### src/rtl/read_word_if.sv
// ---------------------------------------------------------------------------
// read_word_if
//   Bundles the load-port request/response handshake, the per-way tag/data
//   array read port and the hit/miss statistics of the read_word block.
//
//   slave  modport : the read_word block itself.
//   master modport : the environment (core load port plus way arrays).
//
//   Signals:
//     r_en, word_address, req_ready        request handshake
//     way_rd_en, way_set_index             read strobe/index to every way
//     way_valid, way_tag, way_line         per-way result, 1 cycle later
//     rsp_valid, rsp_ready                 response handshake
//     rsp_data, rsp_hit, rsp_way,
//     rsp_multi_hit                        response payload
//     hit_count, miss_count                saturating statistics
// ---------------------------------------------------------------------------
interface read_word_if #(
    parameter int DATA_WIDTH    = 32,
    parameter int BLOCK_SIZE    = 32,
    parameter int ADDRESS_WIDTH = 32,
    parameter int NUM_WAYS      = 4,
    parameter int NUM_SETS      = 64
);
    localparam int WORDS_PER_BLOCK = BLOCK_SIZE / (DATA_WIDTH / 8);
    localparam int BYTE_OFF_W      = $clog2(DATA_WIDTH / 8);
    localparam int WORD_OFF_W      = $clog2(WORDS_PER_BLOCK);
    localparam int INDEX_W         = $clog2(NUM_SETS);
    localparam int TAG_W           = ADDRESS_WIDTH - INDEX_W - WORD_OFF_W - BYTE_OFF_W;
    localparam int LINE_W          = BLOCK_SIZE * 8;
    localparam int WAY_W           = (NUM_WAYS > 1) ? $clog2(NUM_WAYS) : 1;

    logic                         r_en;
    logic [ADDRESS_WIDTH-1:0]     word_address;
    logic                         req_ready;
    logic                         way_rd_en;
    logic [INDEX_W-1:0]           way_set_index;
    logic [NUM_WAYS-1:0]          way_valid;
    logic [NUM_WAYS*TAG_W-1:0]    way_tag;
    logic [NUM_WAYS*LINE_W-1:0]   way_line;
    logic                         rsp_valid;
    logic                         rsp_ready;
    logic [DATA_WIDTH-1:0]        rsp_data;
    logic                         rsp_hit;
    logic [WAY_W-1:0]             rsp_way;
    logic                         rsp_multi_hit;
    logic [31:0]                  hit_count;
    logic [31:0]                  miss_count;

    modport slave (
        input  r_en, word_address, way_valid, way_tag, way_line, rsp_ready,
        output req_ready, way_rd_en, way_set_index, rsp_valid, rsp_data,
               rsp_hit, rsp_way, rsp_multi_hit, hit_count, miss_count
    );

    modport master (
        output r_en, word_address, way_valid, way_tag, way_line, rsp_ready,
        input  req_ready, way_rd_en, way_set_index, rsp_valid, rsp_data,
               rsp_hit, rsp_way, rsp_multi_hit, hit_count, miss_count
    );
endinterface

### src/rtl/read_word.sv
// ---------------------------------------------------------------------------
// read_word
//   Single-word cache read path. Accepts one request at a time, reads the
//   addressed set from every way (1-cycle synchronous arrays), compares all
//   tags in parallel and returns the addressed word of the lowest-indexed
//   hitting way, or a miss indication for the fill controller.
//
//   Ports:
//     clk      rising-edge clock
//     reset_n  asynchronous active-low reset
//     bus      read_word_if.slave (request, way array port, response, stats)
//
//   Timing: accept in IDLE (T), way strobe in READ (T+1), compare in
//   COMPARE (T+2), response held in RESP (T+3 onward) until rsp_ready.
// ---------------------------------------------------------------------------
module read_word #(
    parameter int DATA_WIDTH    = 32,
    parameter int BLOCK_SIZE    = 32,
    parameter int ADDRESS_WIDTH = 32,
    parameter int NUM_WAYS      = 4,
    parameter int NUM_SETS      = 64
) (
    input  logic       clk,
    input  logic       reset_n,
    read_word_if.slave bus
);
    localparam int WORDS_PER_BLOCK = BLOCK_SIZE / (DATA_WIDTH / 8);
    localparam int BYTE_OFF_W      = $clog2(DATA_WIDTH / 8);
    localparam int WORD_OFF_W      = $clog2(WORDS_PER_BLOCK);
    localparam int INDEX_W         = $clog2(NUM_SETS);
    localparam int TAG_W           = ADDRESS_WIDTH - INDEX_W - WORD_OFF_W - BYTE_OFF_W;
    localparam int LINE_W          = BLOCK_SIZE * 8;
    localparam int WAY_W           = (NUM_WAYS > 1) ? $clog2(NUM_WAYS) : 1;
    localparam int ADDR_KEEP_W     = ADDRESS_WIDTH - BYTE_OFF_W;

    typedef enum logic [1:0] {S_IDLE, S_READ, S_COMPARE, S_RESP} state_t;

    state_t                   r_state;
    state_t                   w_state_next;

    // Byte offset is never needed, so only the word-aligned part is latched.
    logic [ADDR_KEEP_W-1:0]   r_addr;
    logic [DATA_WIDTH-1:0]    r_rsp_data;
    logic                     r_rsp_hit;
    logic [WAY_W-1:0]         r_rsp_way;
    logic                     r_rsp_multi_hit;
    logic [31:0]              r_hit_count;
    logic [31:0]              r_miss_count;

    logic [TAG_W-1:0]         w_tag;
    logic [INDEX_W-1:0]       w_index;
    logic [WORD_OFF_W-1:0]    w_word_off;
    logic [NUM_WAYS-1:0]      w_hit;
    logic                     w_any_hit;
    logic                     w_multi_hit;
    logic [WAY_W-1:0]         w_sel_way;
    logic [LINE_W-1:0]        w_sel_line;
    logic [DATA_WIDTH-1:0]    w_sel_word;
    logic                     w_req_ready;
    logic                     w_way_rd_en;
    logic                     w_rsp_valid;
    logic                     w_unused_byte_off;

    assign w_tag      = r_addr[ADDR_KEEP_W-1 -: TAG_W];
    assign w_index    = r_addr[WORD_OFF_W +: INDEX_W];
    assign w_word_off = r_addr[WORD_OFF_W-1:0];

    assign w_unused_byte_off = ^bus.word_address[BYTE_OFF_W-1:0];

    // ---------------------------------------------------------------------
    // Parallel tag compare across all ways. The descending loop leaves the
    // lowest-indexed hit as the selected way; with no hit the selection and
    // line stay zero, which is exactly the miss response.
    // ---------------------------------------------------------------------
    always_comb begin
        // NOTE: every variable gets a default first so no path leaves it
        // unassigned; otherwise synthesis infers a latch.
        w_hit      = '0;
        w_sel_way  = '0;
        w_sel_line = '0;
        w_sel_word = '0;
        for (int i = 0; i < NUM_WAYS; i++) begin
            w_hit[i] = bus.way_valid[i] && (bus.way_tag[i*TAG_W +: TAG_W] == w_tag);
        end
        for (int i = NUM_WAYS - 1; i >= 0; i--) begin
            if (w_hit[i]) begin
                w_sel_way  = WAY_W'(i);
                w_sel_line = bus.way_line[i*LINE_W +: LINE_W];
            end
        end
        for (int k = 0; k < WORDS_PER_BLOCK; k++) begin
            if (w_word_off == WORD_OFF_W'(k)) begin
                w_sel_word = w_sel_line[k*DATA_WIDTH +: DATA_WIDTH];
            end
        end
    end

    assign w_any_hit   = |w_hit;
    // Clearing the lowest set bit leaves something only if two or more hit.
    assign w_multi_hit = |(w_hit & (w_hit - NUM_WAYS'(1)));

    // ---------------------------------------------------------------------
    // FSM: next state and handshake outputs.
    // ---------------------------------------------------------------------
    always_comb begin
        w_state_next = r_state;
        w_req_ready  = 1'b0;
        w_way_rd_en  = 1'b0;
        w_rsp_valid  = 1'b0;
        case (r_state)
            S_IDLE: begin
                w_req_ready = 1'b1;
                if (bus.r_en) w_state_next = S_READ;
            end
            S_READ: begin
                w_way_rd_en  = 1'b1;
                w_state_next = S_COMPARE;
            end
            S_COMPARE: begin
                w_state_next = S_RESP;
            end
            S_RESP: begin
                w_rsp_valid = 1'b1;
                if (bus.rsp_ready) w_state_next = S_IDLE;
            end
            default: w_state_next = S_IDLE;
        endcase
    end

    always_ff @(posedge clk or negedge reset_n) begin
        // NOTE: sequential state uses non-blocking assignments so every
        // register samples pre-edge values regardless of statement order.
        if (!reset_n) begin
            r_state <= S_IDLE;
        end else begin
            r_state <= w_state_next;
        end
    end

    always_ff @(posedge clk or negedge reset_n) begin
        if (!reset_n) begin
            r_addr          <= '0;
            r_rsp_data      <= '0;
            r_rsp_hit       <= 1'b0;
            r_rsp_way       <= '0;
            r_rsp_multi_hit <= 1'b0;
            r_hit_count     <= '0;
            r_miss_count    <= '0;
        end else begin
            if (r_state == S_IDLE && bus.r_en) begin
                r_addr <= bus.word_address[ADDRESS_WIDTH-1:BYTE_OFF_W];
            end
            if (r_state == S_COMPARE) begin
                r_rsp_data      <= w_sel_word;
                r_rsp_hit       <= w_any_hit;
                r_rsp_way       <= w_sel_way;
                r_rsp_multi_hit <= w_multi_hit;
                if (w_any_hit) begin
                    if (r_hit_count != '1) r_hit_count <= r_hit_count + 32'd1;
                end else begin
                    if (r_miss_count != '1) r_miss_count <= r_miss_count + 32'd1;
                end
            end
        end
    end

    assign bus.req_ready     = w_req_ready;
    assign bus.way_rd_en     = w_way_rd_en;
    assign bus.way_set_index = w_index;
    assign bus.rsp_valid     = w_rsp_valid;
    assign bus.rsp_data      = r_rsp_data;
    assign bus.rsp_hit       = r_rsp_hit;
    assign bus.rsp_way       = r_rsp_way;
    assign bus.rsp_multi_hit = r_rsp_multi_hit;
    assign bus.hit_count     = r_hit_count;
    assign bus.miss_count    = r_miss_count;
endmodule
### src/flat_wrapper.sv
// flat-port wrapper written by rule: the top's interface ports become plain ports
module read_word_flat 
#(
    parameter int DATA_WIDTH    = 32,
    parameter int BLOCK_SIZE    = 32,
    parameter int ADDRESS_WIDTH = 32,
    parameter int NUM_WAYS      = 4,
    parameter int NUM_SETS      = 64
)
  (clk, reset_n, bus_r_en, bus_word_address, bus_way_valid, bus_way_tag, bus_way_line, bus_rsp_ready, bus_req_ready, bus_way_rd_en, bus_way_set_index, bus_rsp_valid, bus_rsp_data, bus_rsp_hit, bus_rsp_way, bus_rsp_multi_hit, bus_hit_count, bus_miss_count);
  read_word_if #(.DATA_WIDTH(DATA_WIDTH), .BLOCK_SIZE(BLOCK_SIZE), .ADDRESS_WIDTH(ADDRESS_WIDTH), .NUM_WAYS(NUM_WAYS), .NUM_SETS(NUM_SETS)) bus_i ();
  input  logic clk;
  input  logic reset_n;
  input wire logic [$bits(bus_i.r_en)-1:0] bus_r_en;
  input wire logic [$bits(bus_i.word_address)-1:0] bus_word_address;
  input wire logic [$bits(bus_i.way_valid)-1:0] bus_way_valid;
  input wire logic [$bits(bus_i.way_tag)-1:0] bus_way_tag;
  input wire logic [$bits(bus_i.way_line)-1:0] bus_way_line;
  input wire logic [$bits(bus_i.rsp_ready)-1:0] bus_rsp_ready;
  output wire logic [$bits(bus_i.req_ready)-1:0] bus_req_ready;
  output wire logic [$bits(bus_i.way_rd_en)-1:0] bus_way_rd_en;
  output wire logic [$bits(bus_i.way_set_index)-1:0] bus_way_set_index;
  output wire logic [$bits(bus_i.rsp_valid)-1:0] bus_rsp_valid;
  output wire logic [$bits(bus_i.rsp_data)-1:0] bus_rsp_data;
  output wire logic [$bits(bus_i.rsp_hit)-1:0] bus_rsp_hit;
  output wire logic [$bits(bus_i.rsp_way)-1:0] bus_rsp_way;
  output wire logic [$bits(bus_i.rsp_multi_hit)-1:0] bus_rsp_multi_hit;
  output wire logic [$bits(bus_i.hit_count)-1:0] bus_hit_count;
  output wire logic [$bits(bus_i.miss_count)-1:0] bus_miss_count;
  assign bus_i.r_en = bus_r_en;
  assign bus_i.word_address = bus_word_address;
  assign bus_i.way_valid = bus_way_valid;
  assign bus_i.way_tag = bus_way_tag;
  assign bus_i.way_line = bus_way_line;
  assign bus_i.rsp_ready = bus_rsp_ready;
  assign bus_req_ready = bus_i.req_ready;
  assign bus_way_rd_en = bus_i.way_rd_en;
  assign bus_way_set_index = bus_i.way_set_index;
  assign bus_rsp_valid = bus_i.rsp_valid;
  assign bus_rsp_data = bus_i.rsp_data;
  assign bus_rsp_hit = bus_i.rsp_hit;
  assign bus_rsp_way = bus_i.rsp_way;
  assign bus_rsp_multi_hit = bus_i.rsp_multi_hit;
  assign bus_hit_count = bus_i.hit_count;
  assign bus_miss_count = bus_i.miss_count;
  read_word #(.DATA_WIDTH(DATA_WIDTH), .BLOCK_SIZE(BLOCK_SIZE), .ADDRESS_WIDTH(ADDRESS_WIDTH), .NUM_WAYS(NUM_WAYS), .NUM_SETS(NUM_SETS)) u_core (.clk(clk), .reset_n(reset_n), .bus(bus_i));
endmodule
### config.mk
export PLATFORM = sky130hd
export DESIGN_NAME = read_word_flat
export DESIGN_NICKNAME = d
export VERILOG_FILES = /design/src/rtl/read_word_if.sv /design/src/rtl/read_word.sv /design/src/flat_wrapper.sv
export SDC_FILE = /design/constraint.sdc
export NUM_CORES = 1
export LEC_CHECK = 0
export ABC_AREA = 1
export CAP_MARGIN = 20
export CORE_AREA = 2 2 493 495
export DETAILED_ROUTE_END_ITERATION = 8
export DIE_AREA = 0 0 495 497
export DONT_BUFFER_PORTS = 1
export MAX_ROUTING_LAYER = met4
export PLACE_DENSITY = 0.3
export SLEW_MARGIN = 20
export SYNTH_ARGS = -nofsm -noshare
export SYNTH_HDL_FRONTEND = slang
export SYNTH_SLANG_ARGS = --single-unit
### constraint.sdc
create_clock -name clk -period 2.1 [get_ports clk]
set_input_delay 0.21 -clock clk [delete_from_list [all_inputs] [get_ports clk]]
set_output_delay 0.21 -clock clk [all_outputs]
set_load 0.03 [all_outputs]
After elaboration in Yosys (flattened, before gate mapping)
Index checks and enable logic that the tools add are counted.
- register bits after elaboration: 132
- output and inout port bits: 109
- logic and storage cells: 65
- add/sub/neg operators: 3
- eq/ne operators: 18
- multiplexer cells: 22
- bitwise gates (word level): 2
- reduce and logical (&&, ||, !) cells: 12
- operator list (kind ; number):
    $mux W256 ; 4
    $mux W32 ; 8
    $eq A21 B21 Y1 ; 4
    $add A32 B1 Y32 const B ; 2
    $ne A32 B32 Y1 const B ; 2
    $eq A3 B3 Y1 const B ; 4
    $mux W2 ; 6
    $pmux W2 S4 ; 1
    $reduce_or A4 Y1 ; 2
    $eq A3 B2 Y1 const B ; 2
    $reduce_and A3 Y1 ; 2
    $logic_and A1 B1 Y1 ; 5
    $and A4 B4 Y4 ; 1
    $eq A2 B2 Y1 const B ; 2
    $ne A2 B2 Y1 const B ; 2
    $sub A4 B1 Y4 const B ; 1
    $eq A3 B1 Y1 const B ; 1
    $logic_not A3 Y1 ; 1
    $mux W1 ; 3
    $eq A2 B1 Y1 const B ; 1
    $logic_not A2 Y1 ; 1
    $reduce_and A2 Y1 ; 1
    $not A1 Y1 ; 1

Depth between registers and ports, before layout
- depth after elaboration: 14
- mapped depth: 22
- mapped depth without buffers: 20

Worst setup path after synthesis
OpenSTA, ideal clock, no wires.
- path kind: flip-flop to flip-flop
- start: register u_core.r_miss_count[0] (netlist: u_core.bus.miss_count[0])
- end: register u_core.r_miss_count[9] (netlist: u_core.bus.miss_count[9])
- arrival: 2.302 ns
- required time: 1.964 ns
- slack: -0.338 ns
- cell stages (with the launch flop): 16
- period minus slack after synthesis: 2.438 ns
- cell sequence: dfrtp_1 ha_1 nand3_1 nor3_1 inv_1 nor4_1 nand4_1 inv_1 nand2_1 nand2_4 inv_2 nand2_1 nor2_2 nand2_1 nor2_1 xor2_1
- word-level cells in the longest chain between the ends: 2
- elaborated cells on any way between the ends: 3
- classes of those cells: add/sub (1); eq/ne (1); reduce/logical (1)
- RTL lines (item ; line ; text):
    start, declared ; read_word.sv:48 ; logic [31:0] r_miss_count;
    start signal, assigned ; read_word.sv:161 ; if (r_miss_count != '1) r_miss_count <= r_miss_count + 32'd1;
    parallel branches: the longest is 2 deep, another holds $add A32 B1 Y32 ; - ;
Parallel ways; which one is timed is not known.
A chain may end at the register's enable or synchronous reset.

Worst setup path after layout
- start: register u_core.r_addr[24]
- end: register u_core.r_rsp_data[28] (netlist: u_core.bus.rsp_data[28])
- word-level cells in the longest chain between the ends: 14
- elaborated cells on any way between the ends: 20
- classes of those cells: eq/ne (4); mux (12); reduce/logical (4)
- RTL lines (item ; line ; text):
    start, declared ; read_word.sv:42 ; logic [ADDR_KEEP_W-1:0] r_addr;
    start signal, assigned ; read_word.sv:151 ; r_addr <= bus.word_address[ADDRESS_WIDTH-1:BYTE_OFF_W];
    $eq A21 B21 Y1 ; read_word.sv:83 ; w_hit[i] = bus.way_valid[i] && (bus.way_tag[i*TAG_W +: TAG_W] == w_tag);
    $logic_and A1 B1 Y1 ; read_word.sv:83 ;
    $mux W256 (3 in a row) ; read_word.sv:86 ; if (w_hit[i]) begin
    $mux W256 (*) ; read_word.sv:86 ;
    $mux W32 (7 in a row) ; read_word.sv:92 ; if (w_word_off == WORD_OFF_W'(k)) begin
    $mux W32 (*) ; read_word.sv:92 ;
    end signal, assigned ; read_word.sv:154 ; r_rsp_data <= w_sel_word;
    end, declared ; read_word.sv:43 ; logic [DATA_WIDTH-1:0] r_rsp_data;
Mark *: on every way between the ends. The rest lies on a longest branch, timed or not.

==> metrics.md <==
| Metric | Value |
|---|---|
| Run status | `finished with violations` |
| Violated checks | `negative hold slack, negative setup slack` |
| DP Cell Count | `7228` |
| Hpwl dp | `228 mm` |
| Total CTS buffers | `17` |
| Wirelength per Cell | `34.1 um` |
| Post-Syn Area | `19200 um2` |
| P_leak | `15.8 nW` |
| P&R area growth vs syn | `76.4%` |
| Worst-Skew Late Latency | `0.56 ns` |
| Crit Path Category | `flip-flop to flip-flop` |
| Avg Vias per Cell | `3.74` |
| Port Buffer Count | `0` |
| Final Non-Filler Cells | `7507` |
| Crit path capture type | `flip-flop` |
| Avg Cell Area, Syn | `5.27 um2` |
| WHS | `-0.654 ns` |
| CTS sink count | `132` |
| Die Width | `495 um` |
| Htree depth | `4` |
| Post-Route WL | `256 mm` |
| # fillers | `28.3k` |
| Register area share after synthesis | `17.2%` |
| Number of distinct library cells after synthesis | `45` |
| Highest Clock Rate | `290 MHz` |
| Vias in the first global route | `28.0k` |
| Type of origin of the critical path | `flip-flop` |
| Power Dens Cells | `634 nW/um2` |
| First-pass GRT wire length | `314 mm` |
| Post-synth EDFFs | `0` |
| DRT Pass-1 Iters | `5` |
| Worst path arrival time | `3.88 ns` |
| Initial DRC Count | `2222` |
| Root Buffer | `clkbuf_16` |
| # IOs | `1257` |
| RSZ-0062 raised after global routing | `yes` |
| Skew final | `0.0407 ns` |
| Final weighted congestion in routability-driven placement | `0.987` |
| Vias after detailed routing | `28.1k` |
| Tcrit/Tclk final | `164%` |
| Layout cells sized above 1 | `31.7%` |
| Worst r2r path cells | `21` |
| Largest net degree at the start of global routing | `133` |
| Longest Clk Path Bufs | `2` |
| Worst path required time | `2.53 ns` |
| #FFs+latches synth | `132` |
| Placement Cell Area | `28200 um2` |
| Std-Cell Core Area | `240000 um2` |
| Main synth FF type | `dfrtp_1` |
| Final-stage net count | `5354` |
| Setup violations, final | `100` |
| MaxCap Viol Count | `0` |
| Post-route cell area | `33800 um2` |
| Initial antenna violation count | `195` |
| Relative slew slack | `52.1%` |
| Fin. Hold Viols | `132` |
| Max Slew Vio Count | `0` |
| Largest fanout on the critical path | `8` |
| GRT overflow | `0` |
| Worst-margin pin slew | `0.718 ns` |
| Antenna Nets Post-Route | `0` |
| Hold WC Path Type | `input pin to asynchronous set/reset pin` |
| Syn nets | `4790` |
| DRC Markers | `0` |
| Die area | `246000 um2` |
| Clock-pin slew on the worst setup and hold paths | `0.09 ns` |
| Final critical-path required period | `3.45 ns` |
| CTS hold repair buffers | `38` |
| Setup ws final | `-1.35 ns` |
| Max VDD drop | `0.000647 V` |
| CTS tree | `done` |
| Gr usage total | `20.5%` |
| Vertical die dimension | `497 um` |
| Row count | `180` |
| Initial cell density of the core | `7.99%` |
| Ys async rst share | `100%` |
| Post-synthesis cell count | `3636` |
| Ys Warns | `0` |
==> what timing repair did <==
item / 4_1_cts / 5_1_grt
gates cloned: 9 / 8
pin swaps: 129 / 249
setup buffers: 61 / 52
gates resized for setup: 543 / 413
endpoints found under the hold margin: 168 / 132
setup endpoints to repair: 100 / 100
==> final cells by class <==
type,count,area (um2),share of cell area (%)
sequential,132,3310,9.80
tap,3185,3990,11.8
clock inverter,13,148,0.436
inverter,297,1170,3.46
timing repair buffer,779,8280,24.5
clock buffer,19,453,1.34
multi-input combinational,2973,16200,47.9
antenna,109,273,0.806
==> layout by cell type, fill, tap and decap left out, types with 107 or more instances in the layout <==
cell type  synthesis  layout
nand2_1         1165     918
dfrtp_1          132     123
buf_12             0     107
a21oi_1          146     134
inv_1            269     264
buf_4             13     491
o21ai_0          214     177
nand2_2            1     179
nand3_1          316     249
diode_2            0     109
nor2_1           685     569
==> worst paths after layout <==
kind                                               start                        end  slack (ns)
worst max-delay path                   u_core.r_addr[24]    u_core.bus.rsp_data[28]       -1.35
worst min-delay path                             reset_n  u_core.bus.miss_count[15]       -0.65
worst max register to register         u_core.r_addr[24]    u_core.bus.rsp_data[28]       -1.35
worst min register to register  u_core.bus.hit_count[14]   u_core.bus.hit_count[14]        0.55
max in group asynchronous                        reset_n          u_core.r_addr[11]        2.47
min in group clk                       bus_way_line[433]    u_core.bus.rsp_data[17]        0.03
==> registers in the layout, indices dropped and copies added, names as in the netlist <==
name	count
u_core.bus.hit_count	32
u_core.bus.miss_count	32
u_core.bus.rsp_data	32
u_core.bus.rsp_hit	1
u_core.bus.rsp_multi_hit	1
u_core.bus.rsp_way	2
u_core.r_addr	30
u_core.r_state	2
==> critical path, stage by stage (launching register included) <==
cell     delay (ns)
dfrtp_1        0.43
inv_2          0.14
o21ai_2        0.07
nor2_1         0.15
nand2_1        0.10
nor2_2         0.13
nand2_2        0.12
nor2_4         0.12
buf_12         0.16
inv_12         0.04
buf_12         0.14
buf_8          0.13
buf_12         0.13
buf_12         0.13
buf_6          0.11
or2_1          0.22
nand2_2        0.09
a21oi_2        0.07
nor2_4         0.11
nand4_1        0.40
nor2_1         0.22
nor2_1         0.06
==> cells in the mapped netlist (2+ instances only) <==
cell type	instances	area share [%]
clkbuf_1	116	2.3
a21o_1	60	2.3
buf_6	10	0.59
inv_2	27	0.53
nand3_1	316	8.2
inv_1	269	5.3
nor3_2	2	0.10
o2111ai_1	14	0.64
buf_2	83	2.2
buf_1	12	0.23
o21ai_0	214	5.6
xor2_1	49	2.2
or2_2	7	0.23
nand3_2	4	0.21
nor4_1	16	0.52
o21ai_1	15	0.39
dfrtp_1	132	17
nand2_1	1165	23
a22o_1	7	0.32
mux2_2	6	0.35
a22oi_1	25	0.98
nand4_1	55	1.8
ha_1	6	0.39
a21oi_1	146	3.8
or2_1	10	0.33
nand3b_1	24	0.94
buf_4	13	0.51
nor2_2	3	0.098
or2_0	36	1.2
nor2_4	2	0.12
xnor2_1	27	1.2
nor3_1	33	0.86
o211ai_1	7	0.27
o311ai_0	29	1.3
o22ai_1	2	0.065
nor2_1	685	13
==> where the power goes <==
part	total (mW)	internal [mW]	switching [mW]	leakage [nW]
sequential	4.71	3.21	1.50	1.62
clock	3.63	1.83	1.80	0.289
combinational	13.1	5.35	7.75	13.9
==> layer usage <==
metal,wire length (um),GRT usage [%],vias up
met4,7580,5.11,0
met1,95900,22.0,13300
met2,126000,35.1,1480
met3,26500,8.02,290
li1,-,-,13000
met5,0,-,-
==> cells by family (layout without fill, tap and decap cells) <==
family / Yosys count / in the layout / synth area share (%)
xor gates and xnor gates: 76 / 76 / 3.47
AOI/OAI and AO/OA: 521 / 521 / 15.9
and+or+nand+nor: 2364 / 2364 / 51.1
DFF: 132 / 132 / 17.2
buffers and inverters: 531 / 1108 / 11.6
adders and majority gates: 6 / 6 / 0.391
muxes: 6 / 6 / 0.352
other: 0 / 109 / 0
==> through the flow <==
step                      TNS, ns  total power [mW]  worst slack, ns  utilization (%)
after detailed placement  -114.87              16.5            -2.11             11.7
final                      -72.85              21.4            -1.35             14.1
after CTS                  -84.98              21.2            -1.35             13.2
after floorplan           -0.0890              9.26          -0.0662                -
after global routing       -91.22              22.9            -1.38             14.1
after global placement    -117.43              16.7            -2.14             11.7
Note: power is estimated with default switching activity, not from simulation.
